File: src/rtl/ad9253_pkg.sv
// rtl/ad9253_pkg.sv - shared types and constants for the AD9253 lane alignment logic
package ad9253_pkg;

    typedef enum logic [2:0] {
        ST_IDLE,
        ST_WAIT,
        ST_CHECK,
        ST_SLIP,
        ST_LOCKED,
        ST_FAIL
    } align_state_e;

    localparam logic [7:0] TRAIN_PATTERN_DEF = 8'hF0;
    // Bitslip aligner needs this many cycles before a slip shows up on its output.
    localparam int ALIGNER_LATENCY = 2;

endpackage

File: src/rtl/ad9253_align_ctrl_if.sv
// rtl/ad9253_align_ctrl_if.sv - control/data bundle between the lane wrapper and the align controller
interface ad9253_align_ctrl_if #(
    parameter int DATA_WD = 8
);
    logic               start;
    logic [DATA_WD-1:0] frame_data;
    logic               slip;
    logic               locked;
    logic               align_err;
    logic [5:0]         slip_pos;

    modport master (
        output start, frame_data,
        input  slip, locked, align_err, slip_pos
    );

    modport slave (
        input  start, frame_data,
        output slip, locked, align_err, slip_pos
    );
endinterface

File: src/rtl/ad9253_align_ctrl.sv
// rtl/ad9253_align_ctrl.sv - word-alignment training FSM driving the per-lane bitslip aligner
module ad9253_align_ctrl
    import ad9253_pkg::*;
#(
    parameter int                 DATA_WD       = 8,
    parameter logic [DATA_WD-1:0] TRAIN_PATTERN = DATA_WD'(TRAIN_PATTERN_DEF),
    parameter int                 SETTLE_CYC    = 4,
    parameter int                 MATCH_CNT     = 16,
    parameter int                 LOSS_THR      = 4,
    parameter int                 MAX_SLIP      = 2 * DATA_WD
) (
    input  logic              clk,
    input  logic              rst_n,
    ad9253_align_ctrl_if.slave bus
);

    localparam int         SETTLE_EFF = (SETTLE_CYC < ALIGNER_LATENCY) ? ALIGNER_LATENCY : SETTLE_CYC;
    localparam logic [7:0] SETTLE_LAST = 8'(SETTLE_EFF - 1);
    localparam logic [7:0] MATCH_LIM   = 8'(MATCH_CNT);
    localparam logic [7:0] LOSS_LIM    = 8'(LOSS_THR);
    localparam logic [7:0] SLIP_LIM    = 8'(MAX_SLIP);
    localparam logic [5:0] POS_LAST    = 6'(DATA_WD - 1);

    align_state_e state_q, state_d;
    logic [7:0]   match_q, match_d;
    logic [7:0]   miss_q, miss_d;
    logic [7:0]   attempt_q, attempt_d;
    logic [7:0]   settle_q, settle_d;
    logic         slip_q, slip_d;
    logic         locked_q, locked_d;
    logic         err_q, err_d;
    logic [5:0]   pos_q, pos_d;
    logic         hit;

    assign hit = (bus.frame_data == TRAIN_PATTERN);

    always_ff @(posedge clk or negedge rst_n) begin
        if (!rst_n) begin
            state_q   <= ST_IDLE;
            match_q   <= '0;
            miss_q    <= '0;
            attempt_q <= '0;
            settle_q  <= '0;
            slip_q    <= 1'b0;
            locked_q  <= 1'b0;
            err_q     <= 1'b0;
            pos_q     <= '0;
        end else begin
            state_q   <= state_d;
            match_q   <= match_d;
            miss_q    <= miss_d;
            attempt_q <= attempt_d;
            settle_q  <= settle_d;
            slip_q    <= slip_d;
            locked_q  <= locked_d;
            err_q     <= err_d;
            pos_q     <= pos_d;
        end
    end

    always_comb begin
        state_d   = state_q;
        match_d   = match_q;
        miss_d    = miss_q;
        attempt_d = attempt_q;
        settle_d  = settle_q;
        // Outputs follow the registered state, so each lags its state by one edge.
        slip_d    = (state_q == ST_SLIP);
        locked_d  = (state_q == ST_LOCKED);
        err_d     = err_q | (state_q == ST_FAIL);
        pos_d     = pos_q;
        if (state_q == ST_SLIP) begin
            pos_d = (pos_q == POS_LAST) ? 6'd0 : pos_q + 6'd1;
        end

        unique case (state_q)
            ST_IDLE: ;
            ST_WAIT: begin
                if (settle_q == SETTLE_LAST) begin
                    settle_d = '0;
                    state_d  = ST_CHECK;
                end else begin
                    settle_d = settle_q + 8'd1;
                end
            end
            ST_CHECK: begin
                if (hit) begin
                    match_d = match_q + 8'd1;
                    if (match_q + 8'd1 == MATCH_LIM) begin
                        miss_d  = '0;
                        state_d = ST_LOCKED;
                    end
                end else begin
                    match_d = '0;
                    state_d = (attempt_q == SLIP_LIM) ? ST_FAIL : ST_SLIP;
                end
            end
            ST_SLIP: begin
                attempt_d = attempt_q + 8'd1;
                settle_d  = '0;
                state_d   = ST_WAIT;
            end
            ST_LOCKED: begin
                if (hit) begin
                    miss_d = '0;
                end else if (miss_q + 8'd1 == LOSS_LIM) begin
                    // Re-verify the current position before slipping away from it.
                    miss_d    = '0;
                    match_d   = '0;
                    attempt_d = '0;
                    state_d   = ST_CHECK;
                end else begin
                    miss_d = miss_q + 8'd1;
                end
            end
            ST_FAIL: ;
            default: state_d = ST_IDLE;
        endcase

        if (bus.start) begin
            state_d   = ST_WAIT;
            match_d   = '0;
            miss_d    = '0;
            attempt_d = '0;
            settle_d  = '0;
            locked_d  = 1'b0;
            err_d     = 1'b0;
        end
    end

    assign bus.slip      = slip_q;
    assign bus.locked    = locked_q;
    assign bus.align_err = err_q;
    assign bus.slip_pos  = pos_q;

endmodule

File: src/flat_wrapper.sv
// flat-port wrapper written by rule: the top's interface ports become plain ports
module ad9253_align_ctrl_flat import ad9253_pkg::*;
#(
    parameter int                 DATA_WD       = 8,
    parameter logic [DATA_WD-1:0] TRAIN_PATTERN = DATA_WD'(TRAIN_PATTERN_DEF),
    parameter int                 SETTLE_CYC    = 4,
    parameter int                 MATCH_CNT     = 16,
    parameter int                 LOSS_THR      = 4,
    parameter int                 MAX_SLIP      = 2 * DATA_WD
)
  (clk, rst_n, bus_start, bus_frame_data, bus_slip, bus_locked, bus_align_err, bus_slip_pos);
  ad9253_align_ctrl_if #(.DATA_WD(DATA_WD)) bus_i ();
  input  logic clk;
  input  logic rst_n;
  input wire logic [$bits(bus_i.start)-1:0] bus_start;
  input wire logic [$bits(bus_i.frame_data)-1:0] bus_frame_data;
  output wire logic [$bits(bus_i.slip)-1:0] bus_slip;
  output wire logic [$bits(bus_i.locked)-1:0] bus_locked;
  output wire logic [$bits(bus_i.align_err)-1:0] bus_align_err;
  output wire logic [$bits(bus_i.slip_pos)-1:0] bus_slip_pos;
  assign bus_i.start = bus_start;
  assign bus_i.frame_data = bus_frame_data;
  assign bus_slip = bus_i.slip;
  assign bus_locked = bus_i.locked;
  assign bus_align_err = bus_i.align_err;
  assign bus_slip_pos = bus_i.slip_pos;
  ad9253_align_ctrl #(.DATA_WD(DATA_WD), .TRAIN_PATTERN(TRAIN_PATTERN), .SETTLE_CYC(SETTLE_CYC), .MATCH_CNT(MATCH_CNT), .LOSS_THR(LOSS_THR), .MAX_SLIP(MAX_SLIP)) u_core (.clk(clk), .rst_n(rst_n), .bus(bus_i));
endmodule
File: config.mk
export PLATFORM = sky130hd
export DESIGN_NAME = ad9253_align_ctrl_flat
export DESIGN_NICKNAME = d
export VERILOG_FILES = /design/src/rtl/ad9253_pkg.sv /design/src/rtl/ad9253_align_ctrl_if.sv /design/src/rtl/ad9253_align_ctrl.sv /design/src/flat_wrapper.sv
export SDC_FILE = /design/constraint.sdc
export NUM_CORES = 1
export LEC_CHECK = 0
export CORE_ASPECT_RATIO = 0.5
export CORE_MARGIN = 5
export CORE_UTILIZATION = 45
export DETAILED_ROUTE_END_ITERATION = 6
export PLACE_DENSITY = 0.72
export SKIP_CTS_REPAIR_TIMING = 1
export SYNTH_ARGS = -nofsm -noshare
export SYNTH_HDL_FRONTEND = slang
export SYNTH_SLANG_ARGS = --single-unit
File: constraint.sdc
create_clock -name clk -period 2.1 [get_ports clk]
set_input_delay 0.315 -clock clk [delete_from_list [all_inputs] [get_ports clk]]
set_output_delay 0.315 -clock clk [all_outputs]
set_load 0.01 [all_outputs]
Word level (Yosys, flattened, before mapping)
Index checks and enable logic that the tools add are counted.
- flip-flop bits (word level): 44
- input port bits: 11
- output and inout port bits: 9
- logic and storage cells: 69
- add/subtract/negate cells: 5
- equal/unequal tests: 18
- multiplexer cells: 27
- bitwise logic cells: 1
- reductions and logical operators: 9
- operators by type and width (cell ; number):
    $mux W8 ; 12
    $pmux W8 S2 ; 4
    $add A8 B1 Y8 const B ; 4
    $mux W3 ; 7
    $eq A8 B5 Y1 const B ; 2
    $pmux W3 S5 ; 1
    $ne A3 B2 Y1 const B ; 3
    $reduce_and A3 Y1 ; 3
    $reduce_bool A3 Y1 ; 3
    $eq A8 B2 Y1 const B ; 1
    $eq A8 B3 Y1 const B ; 1
    $eq A8 B8 Y1 const B ; 1
    $add A6 B1 Y6 const B ; 1
    $eq A3 B2 Y1 const B ; 2
    $eq A3 B3 Y1 const B ; 2
    $eq A6 B3 Y1 const B ; 1
    $mux W6 ; 1
    $ne A3 B3 Y1 const B ; 2
    $reduce_and A5 Y1 ; 1
    $ne A4 B4 Y1 const B ; 1
    $eq A3 B1 Y1 const B ; 1
    $logic_not A3 Y1 ; 1
    $mux W1 ; 2
    $ne A2 B1 Y1 const B ; 1
    2 further kinds ; 2

Logic depth before layout (Yosys ltp)
Gate-level depths: netlist of the first run.
- depth in word-level cells: 6
- depth in mapped cells: 7
- depth with buffers taken out: 7

Worst setup path after synthesis of the first run
No wires, ideal clock.
- path kind: reg-to-reg
- start: register u_core.miss_q[0]
- end: register u_core.match_q[4]
- setup time: 0.154 ns
- arrival: 1.973 ns
- data required time: 1.946 ns
- setup slack: -0.027 ns
- cell stages (with the launch flop): 7
- cell sequence: dfrtp_1 ha_1 and3_1 nor4_1 o21ai_0 o31ai_1 a31oi_1
- longest elaborated chain between the ends: 4
- ends and longest elaborated chain (element ; line ; source):
    start: declaration ; ad9253_align_ctrl.sv:26 ; logic [7:0] miss_q, miss_d;
    start signal: assignment ; ad9253_align_ctrl.sv:51 ; miss_q <= miss_d;
    $add A8 B1 Y8 ; ad9253_align_ctrl.sv:106 ; end else if (miss_q + 8'd1 == LOSS_LIM) begin
    $eq A8 B3 Y1 ; ad9253_align_ctrl.sv:106 ;
    $ne A3 B3 Y1 (no line) ; -- ;
    $reduce_and A3 Y1 (no line) ; -- ;
    end signal: assignment ; ad9253_align_ctrl.sv:50 ; match_q <= match_d;
    end: declaration ; ad9253_align_ctrl.sv:25 ; logic [7:0] match_q, match_d;
Every way passes these cells.
A chain may end at the register's enable or synchronous reset.

Final worst setup path of the first run
- start: input bus_frame_data[1]
- end: register u_core.match_q[5]
- longest elaborated chain between the ends: 4
- elaborated cells between the ends (all ways): 6
- those cells by class: eq/ne: 2; mux: 3; reduce/logical: 1
- ends and longest elaborated chain (element ; line ; source):
    start: declaration ; flat_wrapper.sv:16 ; input wire logic [$bits(bus_i.frame_data)-1:0] bus_frame_data;
    $eq A8 B8 Y1 (*) ; ad9253_align_ctrl.sv:35 ; assign hit = (bus.frame_data == TRAIN_PATTERN);
    $mux W8 ; ad9253_align_ctrl.sv:87 ; if (hit) begin
    $pmux W8 S2 ; ad9253_align_ctrl.sv:76 ; unique case (state_q)
    $mux W8 ; ad9253_align_ctrl.sv:120 ; if (bus.start) begin
Every way passes the cells marked *; elsewhere a longest branch is shown, timed or not.

==> results of run 1 <==
==> placed cells by master, fill, tap and decap left out, types with 3 or more instances in the layout <==
cell type         n
xnor2_1           5
clkdlybuf4s50_1  18
inv_1            17
a21oi_1           7
and3_1            9
nand4_1          10
nand3_1          18
a211oi_1          3
o21ai_0          27
o211ai_1          9
clkbuf_8          6
nor2_1           22
ha_1              7
dfrtp_1          44
nand2_1          17
nand2b_1          3
nor4b_1           4
xor2_1            3
or3_1             7
a31oi_1           6
o21ai_1           8
nor3_1            7
buf_4            20
==> stage by stage <==
stage          instance area, sq um  setup slack (ns)
4_1_cts                        2990            -0.101
3_3_place_gp                   2900            -0.283
5_1_grt                        3040           0.00805
3_5_place_dp                   2900            -0.335
2_1_floorplan                  2510         -0.000361
6_report                       3040            0.0726
==> final cells by class <==
class | instances | area, sq um | share of cell area
clock buffers | 7 | 86.3 | 0.0284
clock inverters | 1 | 7.51 | 0.00247
repair buffers | 40 | 345 | 0.114
multi-input cells | 209 | 1340 | 0.442
well taps | 73 | 91.3 | 0.0301
inverters | 17 | 63.8 | 0.0210
flip-flops and latches | 44 | 1100 | 0.363
==> power by group <==
part           internal (W)  switching (W)
logic              0.000335       0.000320
clock network      0.000268       0.000295
registers          0.000954       0.000113
total               0.00156       0.000729
==> worst max-delay path by stage <==
| stage | start | end | slack [ns] | cells after the start |
|---|---|---|---|---|
| finish | bus_frame_data[1] | u_core.match_q[5]$_DFFE_PN0P_ | 0.07 | 6 |
| global route | bus_frame_data[1] | u_core.miss_q[7]$_DFFE_PN0P_ | 0.008 | 6 |
| CTS | u_core.miss_q[0]$_DFFE_PN0P_ | u_core.match_q[0]$_DFFE_PN0P_ | -0.10 | 6 |
| detailed placement | bus_frame_data[1] | u_core.miss_q[3]$_DFFE_PN0P_ | -0.33 | 6 |
| global placement | bus_frame_data[1] | u_core.miss_q[3]$_DFFE_PN0P_ | -0.28 | 6 |
| floorplan | u_core.miss_q[0]$_DFFE_PN0P_ | u_core.attempt_q[6]$_DFFE_PN0P_ | -0.0004 | 6 |
==> state kept, by name, indices dropped and copies added (netlist names) <==
name	count
u_core.bus.slip_pos	6
u_core.bus.slip	1
u_core.state_q	3
u_core.attempt_q	8
u_core.match_q	8
u_core.bus.locked	1
u_core.miss_q	8
u_core.settle_q	8
u_core.bus.align_err	1
==> routing by layer <==
| metal | up-vias | wire, um | share of wire | global-route usage |
|---|---|---|---|---|
| met2 | 50 | 2750 | 0.48 | 0.270 |
| met5 | - | 0 | 0 | 0 |
| met3 | 10 | 253 | 0.045 | 0.0397 |
| met4 | 0 | 71 | 0.012 | 0.0498 |
| li1 | 1102 | - | - | - |
| met1 | 1100 | 2610 | 0.46 | 0.216 |
==> cell families (layout without fill, tap and decap cells) <==
kind of cell / Yosys count / after routing / share of synthesized area
adders and majority gates: 7 / 7 / 0.0350
AOI/OAI and AO/OA: 77 / 77 / 0.198
buffers and inverters: 26 / 65 / 0.0400
DFF: 44 / 44 / 0.440
muxes: 2 / 2 / 0.00849
and+or+nand+nor: 115 / 115 / 0.251
xor gates and xnor gates: 8 / 8 / 0.0280
==> results_dict.tcl, run 1 <==
set metrics [dict create \
    first_pass_iters 4 \
    synth_seq_cells 44 \
    ir_worst_vdd_v 0.000492 \
    final_hold_viol_count 0 \
    n_fill_cell 491 \
    fp-row-count 19 \
    path_max_fanout 5 \
    drtAntennaViolNets 0 \
    cts_buffers 5 \
    synth_top_cell_by_area "dfrtp_1" \
    critPathBufInv 2 \
    finalNetCount 335 \
    cp_slowest_stage_delay_ns 0.53 \
    path_delay_family "simple AND/OR/NAND/NOR gates" \
    worstHoldPathType "primary input to async pin" \
    critPathCaptureType "register" \
    dieWidth_um 116 \
    first_iter_violations 226 \
    clock-sinks 44 \
    netlist_area_sq_um 2500 \
    syn-instance-count 279 \
    total_power_w 0.00229 \
    fmax_ghz 0.493 \
    synth_enable_flop_cells 0 \
    clk_latency_ns 0.29 \
    instances_no_fill 391 \
    r2r_cells 5 \
    syn_avg_cell_area_sq_um 8.98 \
    crit_slowest_cell "or4_4" \
    worstPathCellList "clkdlybuf4s50_1 > or4_4 > buf_4 > or3_4 > or3_1 > o211ai_1" \
    synth_top_cell_area_share 0.440 \
    grt_pass1_vias 2188 \
    grt_pass1_wl_mm 9.85 \
    ys_types 52 \
    synth_flop_cell "dfrtp_1" \
    ys_seq_area_frac 0.440 \
    antenna_cells 0 \
    cts_tree "yes" \
    cts.path.max_buffers 2 \
    route.detailed.drc 0 \
    slew_headroom 0.556 \
    antenna_found_initial 0 \
    max_slew.worst_pin.slew_ns 0.658 \
    via_per_inst 5.79 \
    timing.rr.start "u_core.settle_q[4]$_DFFE_PN0P_" \
    portBuffers 19 \
    core_sq_um 5440 \
    setup_tns_ns 0 \
    vias 2262 \
    syn_to_final_growth_pct 21.2 \
    die_h_um 62.8 \
    cp.required_ns 2.32 \
    synth.area.top_cells "dfrtp_1, o21ai_0, nand3_1" \
    finalMaxSlewViolations 0 \
    start_util 0.460 \
    synth_nets 297 \
    post-route-util 0.558 \
    cap_viol_max_count 0 \
    synth.top_cells.by_count "dfrtp_1, o21ai_0, nor2_1" \
    grt_use_total 0.165 \
    period_share 0.965 \
    crit_type "primary input to register" \
    final_layout_size_suffix_gt1_frac 0.132 \
    pin_count 20 \
    powerDensity_nw_per_um2 753 \
    timing.hold.ws_ns 0.461 \
    clk_pin_slew_worst_paths_ns 0.09 \
    setup.worst_path.start_class "primary input" \
    status "completed" \
    synth_warnings 0 \
    reg2reg_to "u_core.state_q[1]$_DFFE_PN0P_" \
    wl_per_cell_um 14.5 \
    finalClockSkew_ns 0.00557 \
    grt_max_degree 18 \
    yosysMostFrequentCell "dfrtp_1" \
    hpwl_mm 4.11 \
    drt_wl_total_mm 5.69 \
    dieArea_sq_um 7250 \
    setup_viol 0 \
    ctsHtreeMaxLevel 2 \
    synthArstFlopShare 1.00 \
    period_needed_ns 2.03 \
    grt.overflow.total 0 \
    cts_root_buf "clkbuf_8" \
    rsz0062_at_grt "no" \
    crit_arrival_ns 2.25 \
    gp_congestion 0.856 \
    placed_cells 382 \
    p_leak_nw 1.25 \
    r2r_slack_ns 0.12 \
]
Note: power is estimated with default switching activity, not from simulation.
==> run 2: changes to the inputs <==
- CTS_CLUSTER_DIAMETER: unset -> 60
- GPL_TIMING_DRIVEN: unset -> 0
- PLACE_DENSITY: 0.72 -> 0.68
==> run 2 against run 1 <==
Effect of this change:
- non-clock buffer count down 5
- sequential share of layout area shrank 0.10 points
- sequential cell count is the same
- utilization is 0.34 points higher
- die area unchanged
- combinational power about the same
- register-to-register slack got worse by 0.02 ns
- sequential power about the same
- total power rose by 4.1%
- clock skew up 0.0045 ns
- critical path depth fell by 1
- worst setup slack got worse by 0.055 ns
- largest power group unchanged
- highest routed layer unchanged
==> results_dict.tcl, run 2 (synthesis results as in run 1) <==
set metrics [dict create \
    rsz0062_at_grt "yes" \
    stdcell_area_sq_um 3060 \
    drt_wl_total_mm 5.48 \
    grt_max_degree 30 \
    die_h_um 62.8 \
    portBuffers 19 \
    antenna_cells 0 \
    register_area_sq_um 1100 \
    via_per_inst 5.73 \
    core_sq_um 5440 \
    finalMaxSlewViolations 0 \
    p_seq_frac 0.454 \
    clk_latency_ns 0.30 \
    cp.required_ns 2.32 \
    crit_arrival_ns 2.30 \
    mostFrequentLayoutCell "dfrtp_1" \
    period_share 0.991 \
    antenna_found_initial 0 \
    ctsHtreeMaxLevel 2 \
    finalClockSkew_ns 0.0101 \
    first_iter_violations 148 \
    pin_count 20 \
    p_clk_frac 0.271 \
    max_slew.worst_pin.slew_ns 0.561 \
    timing.rr.start "u_core.state_q[0]$_DFFE_PN0P_" \
    p_int_w 0.00165 \
    instances_no_fill 386 \
    multi_input_area_sq_um 1380 \
    startpoint "bus_start" \
    p_switching_w 0.000734 \
    pre_cts_slack_ns -0.459 \
    placed_cells 372 \
    finalNetCount 330 \
    layout_common_cells "dfrtp_1, o21ai_0, nor2_1, nand3_1" \
    post-route-util 0.561 \
    cts_root_buf "clkbuf_8" \
    vias 2211 \
    power.share.combinational 0.275 \
    route.detailed.drc 0 \
    critPathCaptureType "register" \
    final_hold_viol_count 0 \
    setup.worst_path.start_class "primary input" \
    dieWidth_um 116 \
    ir_worst_vdd_v 0.000453 \
    status "completed" \
    gp_congestion 0.827 \
    fp-row-count 19 \
    grt_pass1_vias 2088 \
    slew_headroom 0.622 \
    clock-sinks 44 \
    crit_type "primary input to register" \
    drtAntennaViolNets 0 \
    timing.hold.ws_ns 0.468 \
    first_pass_iters 5 \
    n_fill_cell 496 \
    p_leak_nw 1.28 \
    placed_cell_area_sq_um 2810 \
    final_layout_size_suffix_gt1_frac 0.121 \
    cts.path.max_buffers 2 \
    worstHoldPathType "primary input to async pin" \
    powerDensity_nw_per_um2 779 \
    setup_viol 0 \
    sw_frac_of_total 0.308 \
    setup_slack_ns 0.0179 \
    grt_use_total 0.159 \
    grt.overflow.total 0 \
    path_max_fanout 4 \
    hpwl_mm 3.90 \
    wl_per_cell_um 14.2 \
    grt_pass1_wl_mm 9.38 \
    clk_pin_slew_worst_paths_ns 0.09 \
    start_util 0.460 \
    cap_viol_max_count 0 \
    cts_buffers 5 \
    r2r_slack_ns 0.10 \
    syn_to_final_growth_pct 22.0 \
    dieArea_sq_um 7250 \
    cts_tree "yes" \
    period_needed_ns 2.08 \
    fmax_ghz 0.480 \
]
run 2: changes by cell type in the layout (fill, tap and decap cells not counted), sizes merged:
| cell | before | now |
|---|---|---|
| buf | 21 | 10 |
| clkbuf | 7 | 12 |
| clkinv | 0 | 1 |
| clkdlybuf4s50 | 18 | 14 |
| clkinvlp | 1 | 0 |
| dlymetal6s2s | 0 | 4 |
| bufinv | 0 | 1 |
run 2: power groups by stage:
stage               Sequential, W  Combinational, W  Clock [W]
floorplan                 0.00109          0.000355          0
finish                    0.00108          0.000655   0.000645
CTS                       0.00107          0.000630   0.000665
detailed placement        0.00109          0.000628          0
global route              0.00110          0.000726   0.000706
global placement          0.00108          0.000609          0
run 2: worst paths after layout:
check	endpoint	cells after the start
max	u_core.match_q[5]$_DFFE_PN0P_	5
min	u_core.match_q[6]$_DFFE_PN0P_	2
max reg2reg	u_core.match_q[5]$_DFFE_PN0P_	4
min reg2reg	u_core.bus.slip_pos[5]$_DFFE_PN0P_	1
max in group asynchronous	u_core.state_q[1]$_DFFE_PN0P_	3
min in group clk	u_core.state_q[0]$_DFFE_PN0P_	4
run 2: metrics by stage:
step | TNS (ns) | power (W)
after CTS | -7.26 | 0.00237
final | 0 | 0.00238
after global routing | -0.0681 | 0.00253
after global placement | -33.56 | 0.00169
after floorplan | -0.000361 | 0.00145
after detailed placement | -11.76 | 0.00171
run 2: area by class of cell:
cell class	instances	share of cell area
multi-input combinational	209	0.452
sequential	44	0.362
timing repair buffer	27	0.0885
tap	73	0.0299
clock buffer	6	0.0238
inverter	17	0.0209
clock inverter	2	0.0115
buffer	8	0.0115
run 2: worst max-delay path, cell delays in order:
cell and delay (ns):
clkdlybuf4s50_1 0.45, or4b_1 0.63, or3_1 0.42, or3_1 0.38, o211ai_1 0.11
run 2: routing by layer:
| metal | global-route usage | share of wire | up-vias |
|---|---|---|---|
| met1 | 0.214 | 0.47 | 1063 |
| met2 | 0.254 | 0.48 | 47 |
| met4 | 0.0512 | 0.011 | 0 |
| met5 | 0 | 0 | - |
| li1 | - | - | 1094 |
| met3 | 0.0377 | 0.037 | 7 |
==> run 3: changes to the inputs <==
--- a/constraint.sdc
+++ b/constraint.sdc
@@ -3,2 +3,2 @@
 set_output_delay 0.315 -clock clk [all_outputs]
-set_load 0.01 [all_outputs]
+set_load 0.05 [all_outputs]
==> results of run 3 <==
The final DEF is identical to that of run 2. Status: completed.
Among the figures that moved: total power 0.00238 W -> 0.00257 W; worst IR drop on VDD 0.000453 V -> 0.000694 V
